[src/rtl/tile_lane_engine.sv]
// Piano Tiles game core: a ring FIFO of falling tiles, key judging at the hit line,
// saturating BCD score with speed-up, and an IDLE/PLAY/OVER game FSM.
module tile_lane_engine #(
  parameter int NUM_LANES    = 4,
  parameter int NUM_TILES    = 4,
  parameter int Y_W          = 10,
  parameter int SCREEN_H     = 480,
  parameter int TILE_H       = 120,
  parameter int HIT_LINE     = 400,
  parameter int SPAWN_FRAMES = 60,
  parameter int BASE_SPEED   = 2,
  parameter int MAX_SPEED    = 8,
  parameter int SPEEDUP_HITS = 10,
  localparam int LANE_W      = (NUM_LANES > 1) ? $clog2(NUM_LANES) : 1
) (
  input  logic                        Clk,
  input  logic                        Reset,
  input  logic                        frame_tick,
  input  logic                        start,
  input  logic [LANE_W-1:0]           rand_lane,
  input  logic                        key_valid,
  input  logic [LANE_W-1:0]           key_lane,
  output logic [NUM_TILES-1:0]        tile_valid,
  output logic [NUM_TILES*Y_W-1:0]    tile_y,
  output logic [NUM_TILES*LANE_W-1:0] tile_lane,
  output logic [3:0]                  score_tens,
  output logic [3:0]                  score_ones,
  output logic [3:0]                  speed,
  output logic                        playing,
  output logic                        game_over
);

  localparam int PTR_W = $clog2(NUM_TILES);
  localparam int CNT_W = PTR_W + 1;
  localparam int SPN_W = (SPAWN_FRAMES > 1) ? $clog2(SPAWN_FRAMES) : 1;
  localparam int HIT_W = (SPEEDUP_HITS > 1) ? $clog2(SPEEDUP_HITS) : 1;

  typedef enum logic [1:0] {
    ST_IDLE = 2'd0,
    ST_PLAY = 2'd1,
    ST_OVER = 2'd2
  } state_t;

  state_t state, state_n;
  logic playing_n, game_over_n, enter_play, commit;

  logic [Y_W-1:0]    y_q    [NUM_TILES];
  logic [LANE_W-1:0] lane_q [NUM_TILES];
  logic [Y_W-1:0]    y_n    [NUM_TILES];
  logic [LANE_W-1:0] lane_n [NUM_TILES];
  logic [NUM_TILES-1:0] valid_n;
  logic [PTR_W-1:0] head, tail, head_n, tail_n;
  logic [CNT_W-1:0] count, count_pop, count_n;
  logic [SPN_W-1:0] spawn_cnt, spawn_cnt_n;
  logic [HIT_W-1:0] hit_cnt, hit_cnt_n;
  logic [3:0] tens_n, ones_n, speed_n;
  logic [Y_W-1:0] head_y;
  logic [Y_W:0] head_sum;
  logic [LANE_W-1:0] spawn_lane;
  logic play_key, play_tick, hit, spawn, tick_miss, miss;

  for (genvar g = 0; g < NUM_TILES; g++) begin : g_pack
    assign tile_y[g*Y_W +: Y_W]       = y_q[g];
    assign tile_lane[g*LANE_W +: LANE_W] = lane_q[g];
  end

  // State register; the status flags are registered alongside it.
  always_ff @(posedge Clk) begin
    if (Reset) begin
      state     <= ST_IDLE;
      playing   <= 1'b0;
      game_over <= 1'b0;
    end else begin
      state     <= state_n;
      playing   <= playing_n;
      game_over <= game_over_n;
    end
  end

  // Next-state logic.
  always_comb begin
    state_n = state;
    case (state)
      ST_IDLE: state_n = start ? ST_PLAY : ST_IDLE;
      ST_PLAY: state_n = miss ? ST_OVER : ST_PLAY;
      ST_OVER: state_n = start ? ST_PLAY : ST_OVER;
      default: state_n = ST_IDLE;
    endcase
  end

  // FSM outputs: game (re)start strobe, datapath commit enable, next status flags.
  always_comb begin
    enter_play  = (state != ST_PLAY) && (state_n == ST_PLAY);
    commit      = (state == ST_PLAY) && !miss;
    playing_n   = (state_n == ST_PLAY);
    game_over_n = (state_n == ST_OVER);
  end

  // Judge against pre-move values, then pop, move survivors, and spawn into the tail.
  always_comb begin
    play_key   = key_valid && (state == ST_PLAY);
    play_tick  = frame_tick && (state == ST_PLAY);
    spawn_lane = LANE_W'(32'(rand_lane) % NUM_LANES);
    head_y     = y_q[head];
    head_sum   = {1'b0, head_y} + (Y_W+1)'(TILE_H);
    hit = play_key && (count != '0) && (lane_q[head] == key_lane) &&
          (head_y <= Y_W'(HIT_LINE)) && (head_sum > (Y_W+1)'(HIT_LINE));
    head_n    = hit ? head + PTR_W'(1) : head;
    count_pop = hit ? count - CNT_W'(1) : count;
    spawn     = play_tick && (spawn_cnt == '0) && (count_pop != CNT_W'(NUM_TILES));
    tail_n    = spawn ? tail + PTR_W'(1) : tail;
    count_n   = spawn ? count_pop + CNT_W'(1) : count_pop;
    for (int i = 0; i < NUM_TILES; i++) begin
      if (spawn && (PTR_W'(i) == tail)) begin
        valid_n[i] = 1'b1;
        y_n[i]     = '0;
        lane_n[i]  = spawn_lane;
      end else begin
        valid_n[i] = tile_valid[i] && !(hit && (PTR_W'(i) == head));
        y_n[i]     = (play_tick && valid_n[i]) ? y_q[i] + Y_W'(speed) : y_q[i];
        lane_n[i]  = lane_q[i];
      end
    end
    // An empty FIFO after the pop means head_n is the (unmoved) spawn slot.
    tick_miss = play_tick && (count_pop != '0) && (y_n[head_n] >= Y_W'(SCREEN_H));
    miss      = (play_key && !hit) || tick_miss;

    if (play_tick) begin
      spawn_cnt_n = (spawn_cnt == '0) ? SPN_W'(SPAWN_FRAMES - 1) : spawn_cnt - SPN_W'(1);
    end else begin
      spawn_cnt_n = spawn_cnt;
    end

    tens_n    = score_tens;
    ones_n    = score_ones;
    hit_cnt_n = hit_cnt;
    speed_n   = speed;
    if (hit) begin
      if ((score_tens == 4'd9) && (score_ones == 4'd9)) begin
        ones_n = 4'd9;
      end else if (score_ones == 4'd9) begin
        ones_n = 4'd0;
        tens_n = score_tens + 4'd1;
      end else begin
        ones_n = score_ones + 4'd1;
      end
      if (hit_cnt == HIT_W'(SPEEDUP_HITS - 1)) begin
        hit_cnt_n = '0;
        speed_n   = (speed < 4'(MAX_SPEED)) ? speed + 4'd1 : speed;
      end else begin
        hit_cnt_n = hit_cnt + HIT_W'(1);
      end
    end else begin
      hit_cnt_n = hit_cnt;
    end
  end

  // Tile FIFO, score and speed registers; a miss cycle leaves everything frozen.
  always_ff @(posedge Clk) begin
    if (Reset || enter_play) begin
      tile_valid <= '0;
      for (int i = 0; i < NUM_TILES; i++) begin
        y_q[i]    <= '0;
        lane_q[i] <= '0;
      end
      head       <= '0;
      tail       <= '0;
      count      <= '0;
      score_tens <= 4'd0;
      score_ones <= 4'd0;
      speed      <= 4'(BASE_SPEED);
      spawn_cnt  <= '0;
      hit_cnt    <= '0;
    end else if (commit) begin
      tile_valid <= valid_n;
      for (int i = 0; i < NUM_TILES; i++) begin
        y_q[i]    <= y_n[i];
        lane_q[i] <= lane_n[i];
      end
      head       <= head_n;
      tail       <= tail_n;
      count      <= count_n;
      score_tens <= tens_n;
      score_ones <= ones_n;
      speed      <= speed_n;
      spawn_cnt  <= spawn_cnt_n;
      hit_cnt    <= hit_cnt_n;
    end
  end

endmodule

[config.mk]
export PLATFORM = sky130hd
export DESIGN_NAME = tile_lane_engine
export DESIGN_NICKNAME = d
export VERILOG_FILES = /design/src/rtl/tile_lane_engine.sv
export SDC_FILE = /design/constraint.sdc
export NUM_CORES = 1
export LEC_CHECK = 0
export ABC_AREA = 1
export CAP_MARGIN = 20
export CORE_MARGIN = 2
export CORE_UTILIZATION = 50
export DETAILED_ROUTE_END_ITERATION = 10
export HOLD_SLACK_MARGIN = 0.1
export PLACE_DENSITY = 0.75
export SYNTH_ARGS = -nofsm -noshare
export SYNTH_HDL_FRONTEND = slang
export SYNTH_SLANG_ARGS = --single-unit
export TNS_END_PERCENT = 10
[constraint.sdc]
create_clock -name Clk -period 4.6 [get_ports Clk]
set_input_delay 0.92 -clock Clk [delete_from_list [all_inputs] [get_ports Clk]]
set_output_delay 0.92 -clock Clk [all_outputs]
set_load 0.005 [all_outputs]
==> results.env <==
STATUS='complete, no violations'
DRT_FIRST_PASS_ITERS=5
GRT_PASS1_VIAS=5484
SYNTHESIS.NETS=882
ROOT_BUFFER='sky130_fd_sc_hd__clkbuf_16'
LARGEST_NET_DEGREE_AT_THE_START_OF_GLOBAL_ROUTING=47
SYNTH.YOSYS.WARNINGS=0
ROUTE.DETAILED.DRC=0
SYNTH.FF_LATCH_COUNT=87
IR_DROP_uV=179.7
DRV_SLEW=0
FIRST_DRT_ITERATION_DRCS=404
LAYOUT.NETS=966
GROUTE.USAGE.OVERALL=0.2550
FINAL_DESIGN_AREA_NO_FILL_MM2=0.007550
CP_DATA_REQUIRED_TIME_PS=4800
CP_TOP_FAMILY='simple AND/OR/NAND/NOR gates'
IO_BUFFER_COUNT=74
YS_SEQ_AREA_FRAC=0.3543
CORE_MM2=0.01211
SETUP.WORST_PATH.START_CLASS='flop'
NETLIST.TOP_CELL.BY_AREA='sky130_fd_sc_hd__edfxtp_1'
CRITPATHMAXFANOUT=11
H-TREE-DEPTH=3
SETUP.WORST_PATH.CLASS='reg2reg'
CELLS_AFTER_SYNTHESIS=833
CLKSLEWWORSTSETUPHOLDPATHS_PS=70
CPMOSTUSEDCELL='sky130_fd_sc_hd__nand2_1'
PLACED_AREA_MM2=0.007239
CRITPATHSLOWESTCELL='sky130_fd_sc_hd__dfxtp_2'
FRACTION_OF_FINAL_LAYOUT_CELLS_SIZED_BEYOND_DRIVE_STRENGTH_1=0.09544
GP_ROUTABILITY_CONGESTION=0.9264
ASYNC_SET_OR_RESET_REGISTER_RATIO_AFTER_SYNTHESIS=0
MAX_CAP_VIOL_COUNT=0
CLOCK_INSERTION_DELAY_WORST_SKEW_PS=360
FIN_SETUP_TNS_PS=0
WL_UM=16440
SETUP.WORST_PATH.END_CLASS='flop'
FLOORPLAN.DIE.HEIGHT_UM=116.0
GRT_ANTENNA_BEFORE_REPAIR=0
WORST_SLEW_PIN_SLEW_PS=547.2
FINCLKSKEW_PS=8.345
YOSYS_MOST_USED_DFF='sky130_fd_sc_hd__edfxtp_1'
NUMCLOCKSINKS=87
RSZ0062_AT_GRT='false'
TIMING.SLEW.HEADROOM=0.6329
INITIAL_CORE_UTIL=0.5178
WORST_MIN_DELAY_PATH_CLASS='reg2reg'
ROUTEDWLPERCELL_UM=15.09
AREA_DELTA_SYNTH_FINAL_PCT=20.39
SYNTH-EDFF-COUNT=48
CP.BUFFERS_INVERTERS=3
FINAL_HPWL_DP_UM=12480
CTS_MADE_BUFFERS=9
IOS=75
PERIOD_NEEDED_PS=4192
FIRST_PASS_GRT_WIRE_LENGTH_UM=26630
DIEAREA_MM2=0.01345
NETLIST_AREA_MM2=0.006271
POWER.DENSITY_CELL_AREA_mW_PER_MM2=267.4
VIASPERCELL=5.333
HOLD_VIOL=0
CP.ARRIVAL_PS=4390
ROWS=40
CRIT_PATH_MAX_INCR_DELAY_PS=380
CLK_PATH_BUF_DEPTH=2
DETAIL-ROUTE-ANTENNA-NETS=0
GRT.OVERFLOW.TOTAL=0
POST_SYNTH.CELL_AREA_AVG_UM2=7.528
SYNTH_TOP_CELL_AREA_SHARE=0.2298
FLOORPLAN.DIE.WIDTH_UM=116.0
FINALSETUPVIOLATIONS=0
FMAX_GHz=0.2385
CTS_TREE='built'
VIAS=5813
SYNTHDISTINCTLIBCELLS=45
YOSYS-TOP-CELLS-AREA='sky130_fd_sc_hd__edfxtp_1 (23%), sky130_fd_sc_hd__nand2_1 (13%), sky130_fd_sc_hd__dfxtp_1 (12%), sky130_fd_sc_hd__ha_1 (7.2%), sky130_fd_sc_hd__nor2_1 (5.3%)'
P_LEAK_uW=0.003175
CTS_HOLD_BUF=0
PERIOD_SHARE=0.9114
ANTENNA_CELLS_INSERTED=0
## cell families (layout without fill, tap and decap cells)
logic type	count (synthesis)	count (layout)	synth area share
adder cells (fa/ha/maj)	40	40	0.08460
buffers and inverters	116	205	0.07622
flip-flops	87	87	0.3543
XOR/XNOR	33	33	0.04609
AO/OA/AOI/OAI	94	94	0.07841
AND/OR/NAND/NOR	463	463	0.3603
## cell usage after synthesis (14+ instances only)
cell	instances
sky130_fd_sc_hd__a21oi_1	46
sky130_fd_sc_hd__dfxtp_1	39
sky130_fd_sc_hd__edfxtp_1	48
sky130_fd_sc_hd__ha_1	36
sky130_fd_sc_hd__inv_1	85
sky130_fd_sc_hd__inv_2	14
sky130_fd_sc_hd__nand2_1	217
sky130_fd_sc_hd__nand3_1	65
sky130_fd_sc_hd__nand4_1	27
sky130_fd_sc_hd__nor2_1	88
sky130_fd_sc_hd__o21ai_0	29
sky130_fd_sc_hd__xor2_1	25
## final cells by class
| class | count | area (um2) |
|---|---|---|
| Timing Repair Buffer | 87 | 850.8 |
| Clock inverter | 7 | 83.83 |
| Tap cell | 168 | 210.2 |
| Fill cell | 1115 | 4562 |
| Inverter | 102 | 385.4 |
| Clock buffer | 9 | 225.2 |
| Multi-Input combinational cell | 630 | 3571 |
| Sequential cell | 87 | 2223 |
## where the power goes
part           internal, uW  switching, uW  leakage (uW)
registers               864           48.9      0.000848
logic                   141            187       0.00218
clock network           432            346      0.000149
total                  1440            582       0.00317
## metal layers
metal,share of wire,global-route usage,up-vias
met5,0,0,-
met1,0.45,0.3345,2673
met3,0.055,0.03556,23
met2,0.47,0.4265,193
met4,0.020,0.1016,0
li1,-,-,2924
## registers in the layout, indices dropped and copies added, names as in the netlist, named ones only
register / count
lane_q: 8
playing: 1
state: 2
speed: 4
tile_valid: 4
score_ones: 4
hit_cnt: 4
spawn_cnt: 6
score_tens: 4
game_over: 1
count: 3
y_q: 40
tail: 2
head: 2
## worst reg2reg max path: cells and delay by family (launching register included)
kind	cells	cell delay, ps
fa+ha+maj	2	500
flops	1	380
compound gates	1	200
xor+xnor	1	280
simple gates	21	2400
buf+inv	3	290
## worst paths after layout
check	startpoint	endpoint	slack, ps	cells past startpoint
max	flop	y_q[3][0]	410	28
min reg2reg	spawn_cnt[0]	spawn_cnt[0]	470	2
max reg2reg	flop	y_q[3][0]	410	28
min	spawn_cnt[0]	spawn_cnt[0]	470	2
## what timing repair did
item / CTS / global route
gates resized for setup: 0 / 1
hold endpoints to repair: 0 / 0
endpoints found under the setup margin: 0 / 32
buffers inserted: 0 / 0
## through the flow
| stage | power [uW] | util | instances | hold WS [ps] | setup WS [ps] |
|---|---|---|---|---|---|
| 2_1_floorplan | 1109 | - | 833 | 441.1 | 391.5 |
| 3_3_place_gp | 1251 | 0.5977 | 1074 | 450.2 | 165.0 |
| 3_5_place_dp | 1254 | 0.5977 | 1074 | 458.4 | 69.70 |
| 4_1_cts | 2022 | 0.6232 | 1090 | 469.3 | 285.6 |
| 5_1_grt | 2090 | 0.6233 | 1090 | 504.8 | 35.69 |
| 6_report | 2019 | 0.6233 | 1090 | 470.0 | 407.7 |
## placed cells by master (no fill, tap or decap), drive strengths merged, types with 36 or more instances in the layout
master and instances:
dfxtp 39, o21ai 37, edfxtp 48, clkdlybuf4s50 74, ha 36, inv 104
nor2 98, nand2 232, nand3 81, a21oi 46
(Power assumes the default switching activity.)
